[src/rtl/fp_pkg.sv]
// Shared definitions for the parametrised binary floating-point datapath.
package fp_pkg;

    localparam int unsigned FP_MAX_W = 128;

    localparam logic RMODE_RNE = 1'b0;
    localparam logic RMODE_RTZ = 1'b1;

    typedef enum logic [1:0] {ClsZero, ClsNorm, ClsInf, ClsNan} fp_cls_e;

    function automatic int unsigned fp_bias(input int unsigned ew);
        return (32'd1 << (ew - 1)) - 32'd1;
    endfunction

    // Canonical quiet NaN, right-aligned in a FP_MAX_W-bit word.
    function automatic logic [FP_MAX_W-1:0] fp_qnan(input int unsigned ew, input int unsigned mw);
        logic [FP_MAX_W-1:0] one;
        one = FP_MAX_W'(1);
        return (((one << ew) - one) << mw) | (one << (mw - 1));
    endfunction

endpackage

[src/rtl/fp_sig_mul.sv]
// Pipelined unsigned significand multiplier: STAGES registers sharing one enable.
module fp_sig_mul #(
    parameter int unsigned SW     = 24,
    parameter int unsigned STAGES = 3
) (
    input  logic              clk,
    input  logic              en,
    input  logic [SW-1:0]     a,
    input  logic [SW-1:0]     b,
    output logic [2*SW-1:0]   p
);

    logic [2*SW-1:0] stage_q [STAGES];

    always_ff @(posedge clk) begin
        if (en) begin
            stage_q[0] <= {{SW{1'b0}}, a} * {{SW{1'b0}}, b};
            for (int i = 1; i < STAGES; i++) begin
                stage_q[i] <= stage_q[i-1];
            end
        end
    end

    assign p = stage_q[STAGES-1];

endmodule

[src/rtl/fp_mul_pipe.sv]
// Fully pipelined IEEE-754 multiplier with DAZ/FTZ, RNE/RTZ rounding, flags and back-pressure.
module fp_mul_pipe
    import fp_pkg::*;
#(
    parameter int unsigned EW     = 8,
    parameter int unsigned MW     = 23,
    parameter int unsigned STAGES = 3,
    parameter int unsigned TW     = 4
) (
    input  logic                CLK,
    input  logic                RESET,
    input  logic                ACT,
    output logic                ACK,
    input  logic [EW+MW:0]      A,
    input  logic [EW+MW:0]      B,
    input  logic                RMODE,
    input  logic [TW-1:0]       DSTI,
    input  logic                HOLD,
    output logic                RDY,
    output logic [TW-1:0]       DST,
    output logic [EW+MW:0]      R,
    output logic                ZERO,
    output logic                SIGN,
    output logic                INF,
    output logic                NAN,
    output logic                OVF,
    output logic                UNF,
    output logic                INX
);

    localparam int unsigned W  = EW + MW + 1;
    localparam int unsigned SW = MW + 1;
    localparam int unsigned PW = 2 * SW;
    localparam int unsigned XW = EW + 2;

    localparam logic [FP_MAX_W-1:0] QNAN_FULL = fp_qnan(EW, MW);
    localparam logic [W-1:0]        QNAN      = QNAN_FULL[W-1:0];
    localparam logic signed [XW-1:0] BIAS_X   = XW'(fp_bias(EW));
    localparam logic signed [XW-1:0] EMAX_X   = XW'((32'd1 << EW) - 32'd1);

    typedef struct packed {
        logic                  valid;
        logic [TW-1:0]         tag;
        logic                  rmode;
        logic                  sign;
        fp_cls_e               cls;
        logic signed [XW-1:0]  exp;
    } side_t;

    logic en;
    assign en  = ~(RDY & HOLD);
    assign ACK = en;

    // Unpack
    logic [EW-1:0] ea, eb;
    logic [MW-1:0] fa, fb;
    logic          za, zb, ia, ib, na, nb;
    side_t         side_in;

    assign ea = A[W-2:MW];
    assign eb = B[W-2:MW];
    assign fa = A[MW-1:0];
    assign fb = B[MW-1:0];

    always_comb begin
        za = (ea == '0);
        zb = (eb == '0);
        ia = (&ea) & (fa == '0);
        ib = (&eb) & (fb == '0);
        na = (&ea) & (fa != '0);
        nb = (&eb) & (fb != '0);

        side_in       = '0;
        side_in.valid = ACT;
        side_in.tag   = DSTI;
        side_in.rmode = RMODE;
        side_in.sign  = A[W-1] ^ B[W-1];
        side_in.exp   = $signed({2'b00, ea}) + $signed({2'b00, eb}) - BIAS_X;
        if (na | nb | (ia & zb) | (za & ib)) begin
            side_in.cls = ClsNan;
        end else if (ia | ib) begin
            side_in.cls = ClsInf;
        end else if (za | zb) begin
            side_in.cls = ClsZero;
        end else begin
            side_in.cls = ClsNorm;
        end
    end

    side_t           side_q [STAGES+1];
    logic [SW-1:0]   sig_a_q, sig_b_q;
    logic [PW-1:0]   prod;

    always_ff @(posedge CLK) begin
        if (RESET) begin
            for (int i = 0; i <= STAGES; i++) begin
                side_q[i] <= '0;
            end
        end else if (en) begin
            side_q[0] <= side_in;
            for (int i = 1; i <= STAGES; i++) begin
                side_q[i] <= side_q[i-1];
            end
        end
    end

    always_ff @(posedge CLK) begin
        if (en) begin
            sig_a_q <= {1'b1, fa};
            sig_b_q <= {1'b1, fb};
        end
    end

    fp_sig_mul #(
        .SW     (SW),
        .STAGES (STAGES)
    ) u_sig_mul (
        .clk (CLK),
        .en  (en),
        .a   (sig_a_q),
        .b   (sig_b_q),
        .p   (prod)
    );

    // Round / pack
    side_t                s;
    logic [PW-2:0]        norm;
    logic signed [XW-1:0] e_n, e_r;
    logic [MW-1:0]        mant;
    logic                 guard, sticky, inc;
    logic [MW:0]          mant_r;
    logic [W-1:0]         r_d;
    logic                 zero_d, inf_d, nan_d, ovf_d, unf_d, inx_d;

    always_comb begin
        s      = side_q[STAGES];
        // Product is in [1,4); align so the leading one sits just above norm.
        norm   = prod[PW-1] ? prod[PW-2:0] : {prod[PW-3:0], 1'b0};
        e_n    = s.exp + $signed({{(XW-1){1'b0}}, prod[PW-1]});
        mant   = norm[PW-2 -: MW];
        guard  = norm[PW-2-MW];
        sticky = |norm[PW-3-MW:0];
        inc    = (s.rmode == RMODE_RNE) & guard & (sticky | mant[0]);
        mant_r = {1'b0, mant} + {{MW{1'b0}}, inc};
        e_r    = e_n + $signed({{(XW-1){1'b0}}, mant_r[MW]});

        r_d    = '0;
        zero_d = 1'b0;
        inf_d  = 1'b0;
        nan_d  = 1'b0;
        ovf_d  = 1'b0;
        unf_d  = 1'b0;
        inx_d  = 1'b0;

        case (s.cls)
            ClsNan: begin
                r_d   = QNAN;
                nan_d = 1'b1;
            end
            ClsInf: begin
                r_d   = {s.sign, {EW{1'b1}}, {MW{1'b0}}};
                inf_d = 1'b1;
            end
            ClsZero: begin
                r_d    = {s.sign, {(W-1){1'b0}}};
                zero_d = 1'b1;
            end
            default: begin
                if (e_n[XW-1] || (e_n == '0)) begin
                    r_d    = {s.sign, {(W-1){1'b0}}};
                    unf_d  = 1'b1;
                    zero_d = 1'b1;
                    inx_d  = 1'b1;
                end else if (e_r >= EMAX_X) begin
                    ovf_d = 1'b1;
                    inx_d = 1'b1;
                    if (s.rmode == RMODE_RTZ) begin
                        r_d = {s.sign, {(EW-1){1'b1}}, 1'b0, {MW{1'b1}}};
                    end else begin
                        r_d   = {s.sign, {EW{1'b1}}, {MW{1'b0}}};
                        inf_d = 1'b1;
                    end
                end else begin
                    r_d   = {s.sign, e_r[EW-1:0], mant_r[MW-1:0]};
                    inx_d = guard | sticky;
                end
            end
        endcase
    end

    always_ff @(posedge CLK) begin
        if (RESET) begin
            RDY  <= 1'b0;
            DST  <= '0;
            R    <= '0;
            ZERO <= 1'b0;
            INF  <= 1'b0;
            NAN  <= 1'b0;
            OVF  <= 1'b0;
            UNF  <= 1'b0;
            INX  <= 1'b0;
        end else if (en) begin
            RDY  <= s.valid;
            DST  <= s.tag;
            R    <= r_d;
            ZERO <= zero_d;
            INF  <= inf_d;
            NAN  <= nan_d;
            OVF  <= ovf_d;
            UNF  <= unf_d;
            INX  <= inx_d;
        end
    end

    assign SIGN = R[W-1];

endmodule

[config.mk]
export PLATFORM = sky130hd
export DESIGN_NAME = fp_mul_pipe
export DESIGN_NICKNAME = d
export VERILOG_FILES = /design/src/rtl/fp_pkg.sv /design/src/rtl/fp_sig_mul.sv /design/src/rtl/fp_mul_pipe.sv
export SDC_FILE = /design/constraint.sdc
export NUM_CORES = 2
export LEC_CHECK = 0
export CORE_AREA = 5 5 390 239
export DETAILED_ROUTE_END_ITERATION = 10
export DIE_AREA = 0 0 395 244
export SLEW_MARGIN = 15
export SYNTH_ARGS = -nofsm -noshare
export SYNTH_HDL_FRONTEND = slang
export SYNTH_SLANG_ARGS = --single-unit
[constraint.sdc]
create_clock -name CLK -period 8.7 [get_ports CLK]
set_input_delay 0.87 -clock CLK [delete_from_list [all_inputs] [get_ports CLK]]
set_output_delay 0.87 -clock CLK [all_outputs]
set_load 0.02 [all_outputs]
### Yosys cells after proc, flatten, opt, wreduce, memory -nomap -nowiden

Memories as Yosys holds them, arrays and structs flattened.
Cells that the tools add are included.

* register bits after elaboration: 89
* RAM bits: 220
* input bits: 73
* output and inout bits: 45
* logic and storage cells: 91
* memories: 2

* add/subtract/negate cells: 5
* $mul: 1
* $lt $le $gt $ge: 1
* equality and inequality tests: 2
* muxes and demuxes: 31
* bitwise logic cells: 23
* reduce and logical (&&, ||, !) cells: 15

Memory list
* u_sig_mul.stage_q: depth 3, bits a word 48, rd ports 3, clocked after Yosys merged registers in 0, wr ports 3, RTL line fp_sig_mul.sv:13 `logic [2*SW-1:0] stage_q [STAGES];`
* side_q: depth 4, bits a word 19, rd ports 4, clocked after Yosys merged registers in 0, wr ports 4, RTL line fp_mul_pipe.sv:90 `side_t side_q [STAGES+1];`

Operators with widths (number)
* 32-bit case mux with 3 select lines: 1
* 19-bit 2-to-1 mux: 4
* 31-bit 2-to-1 mux: 2
* 24-bit by 24-bit multiplier with 48-bit output: 1
* 47-bit 2-to-1 mux: 1
* 23-bit zero test: 2
* 23-bit nonzero test: 2
* 23-bit by 1-bit adder with 24-bit output: 1
* 24-bit 2-to-1 mux: 1
* 23-bit OR reduction: 1
* 10-bit by 2-bit adder with 10-bit output: 2
* 1-bit 2-to-1 mux: 18
* 8-bit zero test: 2
* 8-bit AND reduction: 2
* 1-bit OR: 11
* 10-bit by 9-bit greater-or-equal comparator with 1-bit output (second input constant): 1
* 10-bit zero test: 1
* 9-bit by 7-bit subtractor with 10-bit output (second input constant): 1
* 8-bit by 8-bit adder with 9-bit output: 1
* 1-bit bitwise AND: 9
* 2-bit == test (second input constant): 2
* 2-bit 2-to-1 mux: 2
* 1-bit case mux with 2 select lines: 2
* 2-bit OR reduction: 2
* other kinds (5): 6

### Logic depth before layout (Yosys ltp)

An unclocked memory read counts as a cell.

* depth after elaboration: 11
* gate-level depth with buffers: 27
* depth with buffers taken out: 25

### Cells and area by module

From an unflattened synthesis, not the netlist that was laid out.

* cell total of the unflattened synthesis: 3138
* area total of the unflattened synthesis: 31766.7 um^2

Modules (own cells, without submodules)
* fp_sig_mul: times used 1, cells an instance 2383, area each 23744.0 um^2, seq. area each 4324.1 um^2
* fp_mul_pipe: times used 1, cells an instance 755, area each 8022.7 um^2, seq. area each 4524.3 um^2

### Least setup slack after synthesis

OpenSTA, ideal clock, no wires.

* kind: input-to-output
* start: input port HOLD
* end: output port ACK
* arrival: 6830 ps
* required time: 7830 ps
* path slack: 1000 ps
* stages: 4
* path buffers: 2
* cell sequence: and2_1 clkbuf_1 clkinv_1 clkbuf_1

* longest elaborated chain between the ends: 2

RTL lines
* start: declaration: RTL line fp_mul_pipe.sv:18 `input logic HOLD,`
* 1-bit bitwise AND: RTL line fp_mul_pipe.sv:51 `assign en = ~(RDY & HOLD);`
* 1-bit inverter: RTL line fp_mul_pipe.sv:51
* end: declaration: RTL line fp_mul_pipe.sv:13 `output logic ACK,`

Every way passes these cells.

==> impl_metrics.tcl <==
set metrics [dict create \
    status "finished, final reports clean" \
    grt_first_pass_wirelength_microns 129000 \
    post_cts_resized 0 \
    cts_tree "yes" \
    yosysWarnings 0 \
    multiInputGateArea_sq_mm 0.0194 \
    grt-ovfl-total 0 \
    clk_latency_ns 0.63 \
    whs_path_depth 0 \
    synthArstFlopShare 0 \
    initial_core_util 0.348 \
    synth-seq-cells 309 \
    min-delay-start "u_sig_mul.stage_q[0][23]" \
    min_period_over_period 0.937 \
    path_max_fanout 20 \
    drt_iter0_markers 1842 \
    ys.flop_type "edfxtp_1" \
    htreeDepth 1 \
    final-hold-violation-count 0 \
    endpoint_kind "flip-flop" \
    fmax_mhz 123 \
    core_area_sq_mm 0.0889 \
    fill_cells 8721 \
    dieHeight_microns 244 \
    synth_cells 2983 \
    die_area_sq_mm 0.0964 \
    worstPathRequired_ns 9.03 \
    row_count 85 \
    first_pass_iters 5 \
    postCtsHoldBufs 0 \
    reg2reg_to "u_sig_mul.stage_q[0][46]" \
    gp_congestion 0.961 \
    regArea_sq_mm 0.00885 \
    slowest_stage "edfxtp_1" \
    r2r_setup_slack_ns 0.55 \
    rr_startpoint "sig_a_q[8]" \
    yosys.area.top_type_share 0.313 \
    hold_end "u_sig_mul.stage_q[0][71]" \
    drtAntennaViolNets 0 \
    place_hpwl_microns 66600 \
    yosysTopAreaCell "fa_1" \
    antenna_found_initial 4 \
    die_w_microns 395 \
    min_period_ns 8.15 \
    drive_above_1_share 0.0429 \
    final_nets 3803 \
    wl_per_cell_microns 19.5 \
    via_count 20438 \
    root_buffer "clkbuf_16" \
    maxSlewViolCount 0 \
    clock_path_buffers 3 \
    min-delay-path-class "flip-flop to flip-flop" \
    grt_max_degree 77 \
    rsz0062_at_grt "false" \
    syn-num-nets 3733 \
    grt_pass1_vias 20603 \
    max-cap-violations 0 \
    postSynthAreaPerCell_sq_um 10.4 \
    finClkSkew_ns 0.0544 \
    post-cts-setup-buffers 0 \
    ys_seq_area_frac 0.286 \
    worst_pin_slew_ns 1.20 \
    reg2regPathDepth 25 \
    start_kind "flip-flop" \
    cts_num_sinks 309 \
    globalRouteTotalUtil 0.172 \
    cts-buffers-inserted 29 \
    setup_viol 0 \
    criticalPathCategory "flip-flop to flip-flop" \
    routed_via_density 4.81 \
    tns_ns 0 \
    synth_cell_types 77 \
    clk_pin_slew_ns 0.06 \
    synth_edf_count 266 \
    syn_to_final_growth_pct 11.4 \
    synthTopCellsByArea "fa_1, edfxtp_1, ha_1" \
    syn_area_sq_mm 0.0309 \
    crit_arrival_ns 8.48 \
    cpPeakStageDelay_ns 0.99 \
    pin_count 118 \
    routed_wl_microns 82900 \
    worst_slew_margin_rel 0.198 \
    io_buffers 117 \
    drc 0 \
]
==> flip-flops by register name, indices dropped and copies added (netlist names) <==
signal	flops
DST	4
INF	1
INX	1
NAN	1
OVF	1
R	32
RDY	1
UNF	1
ZERO	1
side_q	76
sig_a_q	23
sig_b_q	23
u_sig_mul.stage_q	144
==> kinds of logic (layout without fill, tap and decap cells) <==
group | count (synthesis) | after routing | synth area share
AND/OR/NAND/NOR | 912 | 912 | 0.148
buffers and inverters | 721 | 814 | 0.0886
adder cells (fa/ha/maj) | 677 | 677 | 0.391
flip-flops | 309 | 309 | 0.286
AO/OA/AOI/OAI | 255 | 255 | 0.0543
XOR/XNOR | 91 | 91 | 0.0258
multiplexers | 18 | 18 | 0.00594
other | 0 | 1 | 0
==> worst max-delay path, delay by kind of cell, from the launching register on <==
kind	cells	cell delay [ns]
compound gates	5	1.31
xor+xnor	1	0.09
fa+ha+maj	8	3.89
buf+inv	7	0.80
flops	1	0.99
simple gates	4	0.75
==> layer usage <==
layer  global-route usage  vias up  part of all wire
met1                0.277    10041              0.50
met3               0.0823       66              0.14
met5               0.0119        -            0.0020
met2                0.203      863              0.34
met4               0.0252        3             0.013
li1                     -     9465                 -
==> worst max-delay path by stage <==
stage / from / slack (ns) / end
6_report: sig_a_q[8] / 0.55 / u_sig_mul.stage_q[0][46]
5_1_grt: sig_a_q[8] / 0.25 / u_sig_mul.stage_q[0][46]
4_1_cts: sig_a_q[8] / 0.67 / u_sig_mul.stage_q[0][46]
3_5_place_dp: sig_a_q[8] / 0.73 / u_sig_mul.stage_q[0][46]
3_3_place_gp: sig_a_q[8] / 0.86 / u_sig_mul.stage_q[0][46]
2_1_floorplan: HOLD / 1.00 / ACK
==> cells in the mapped netlist (8+ instances only) <==
library cell and number:
a21o_1 25, o211ai_1 14, fa_1 483, a21oi_1 74
inv_1 582, nand3_1 42, mux2i_1 15, o21a_1 9
ha_1 194, o21ai_0 50, nand2_1 353, nor2_1 96
nand2b_1 12, nor3_1 18, edfxtp_1 266, xor2_1 37
dfxtp_1 43, a22oi_1 15, buf_2 8, nor4_1 21
xnor2_1 54, clkbuf_1 118, a31oi_1 11, nand4_1 19
o21bai_1 10, and2_1 312
==> area by class of cell <==
class,count,area share
Timing Repair Buffer,174,0.0464
Clock buffer,29,0.0211
Multi-Input combinational cell,1953,0.562
Clock inverter,25,0.00759
Inverter,586,0.0640
Antenna cell,1,0.0000726
Tap cell,1174,0.0426
Sequential cell,309,0.257
==> cell usage in the layout, fill, tap and decap left out, types with 15 or more instances in the layout <==
cell type and n:
a21oi_1 74, nor4_1 20, clkbuf_16 29, nor2_1 95, mux2i_1 15, dfxtp_1 43
clkdlybuf4s50_1 117, fa_1 483, buf_4 57, o21ai_0 50, and2_1 312, a21o_1 25
inv_1 581, xnor2_1 54, xor2_1 37, a22oi_1 15, edfxtp_1 266, nor3_1 18
ha_1 194, nand2_1 353, nand3_1 42, nand4_1 19
==> stage by stage <==
step / instances / cell area, sq um / utilization / hold WS, ns / worst slack [ns]
3_3_place_gp: 4196 / 33500 / 0.377 / 0.401 / 0.859
4_1_cts: 4250 / 34500 / 0.388 / 0.394 / 0.673
3_5_place_dp: 4196 / 33500 / 0.377 / 0.405 / 0.726
6_report: 4251 / 34500 / 0.388 / 0.388 / 0.545
2_1_floorplan: 2983 / 30900 / - / 0.400 / 1.00
5_1_grt: 4250 / 34500 / 0.388 / 0.418 / 0.250
Power is not shown: default switching activity piles up to over one toggle a cycle in this logic, so the estimate is an artifact.
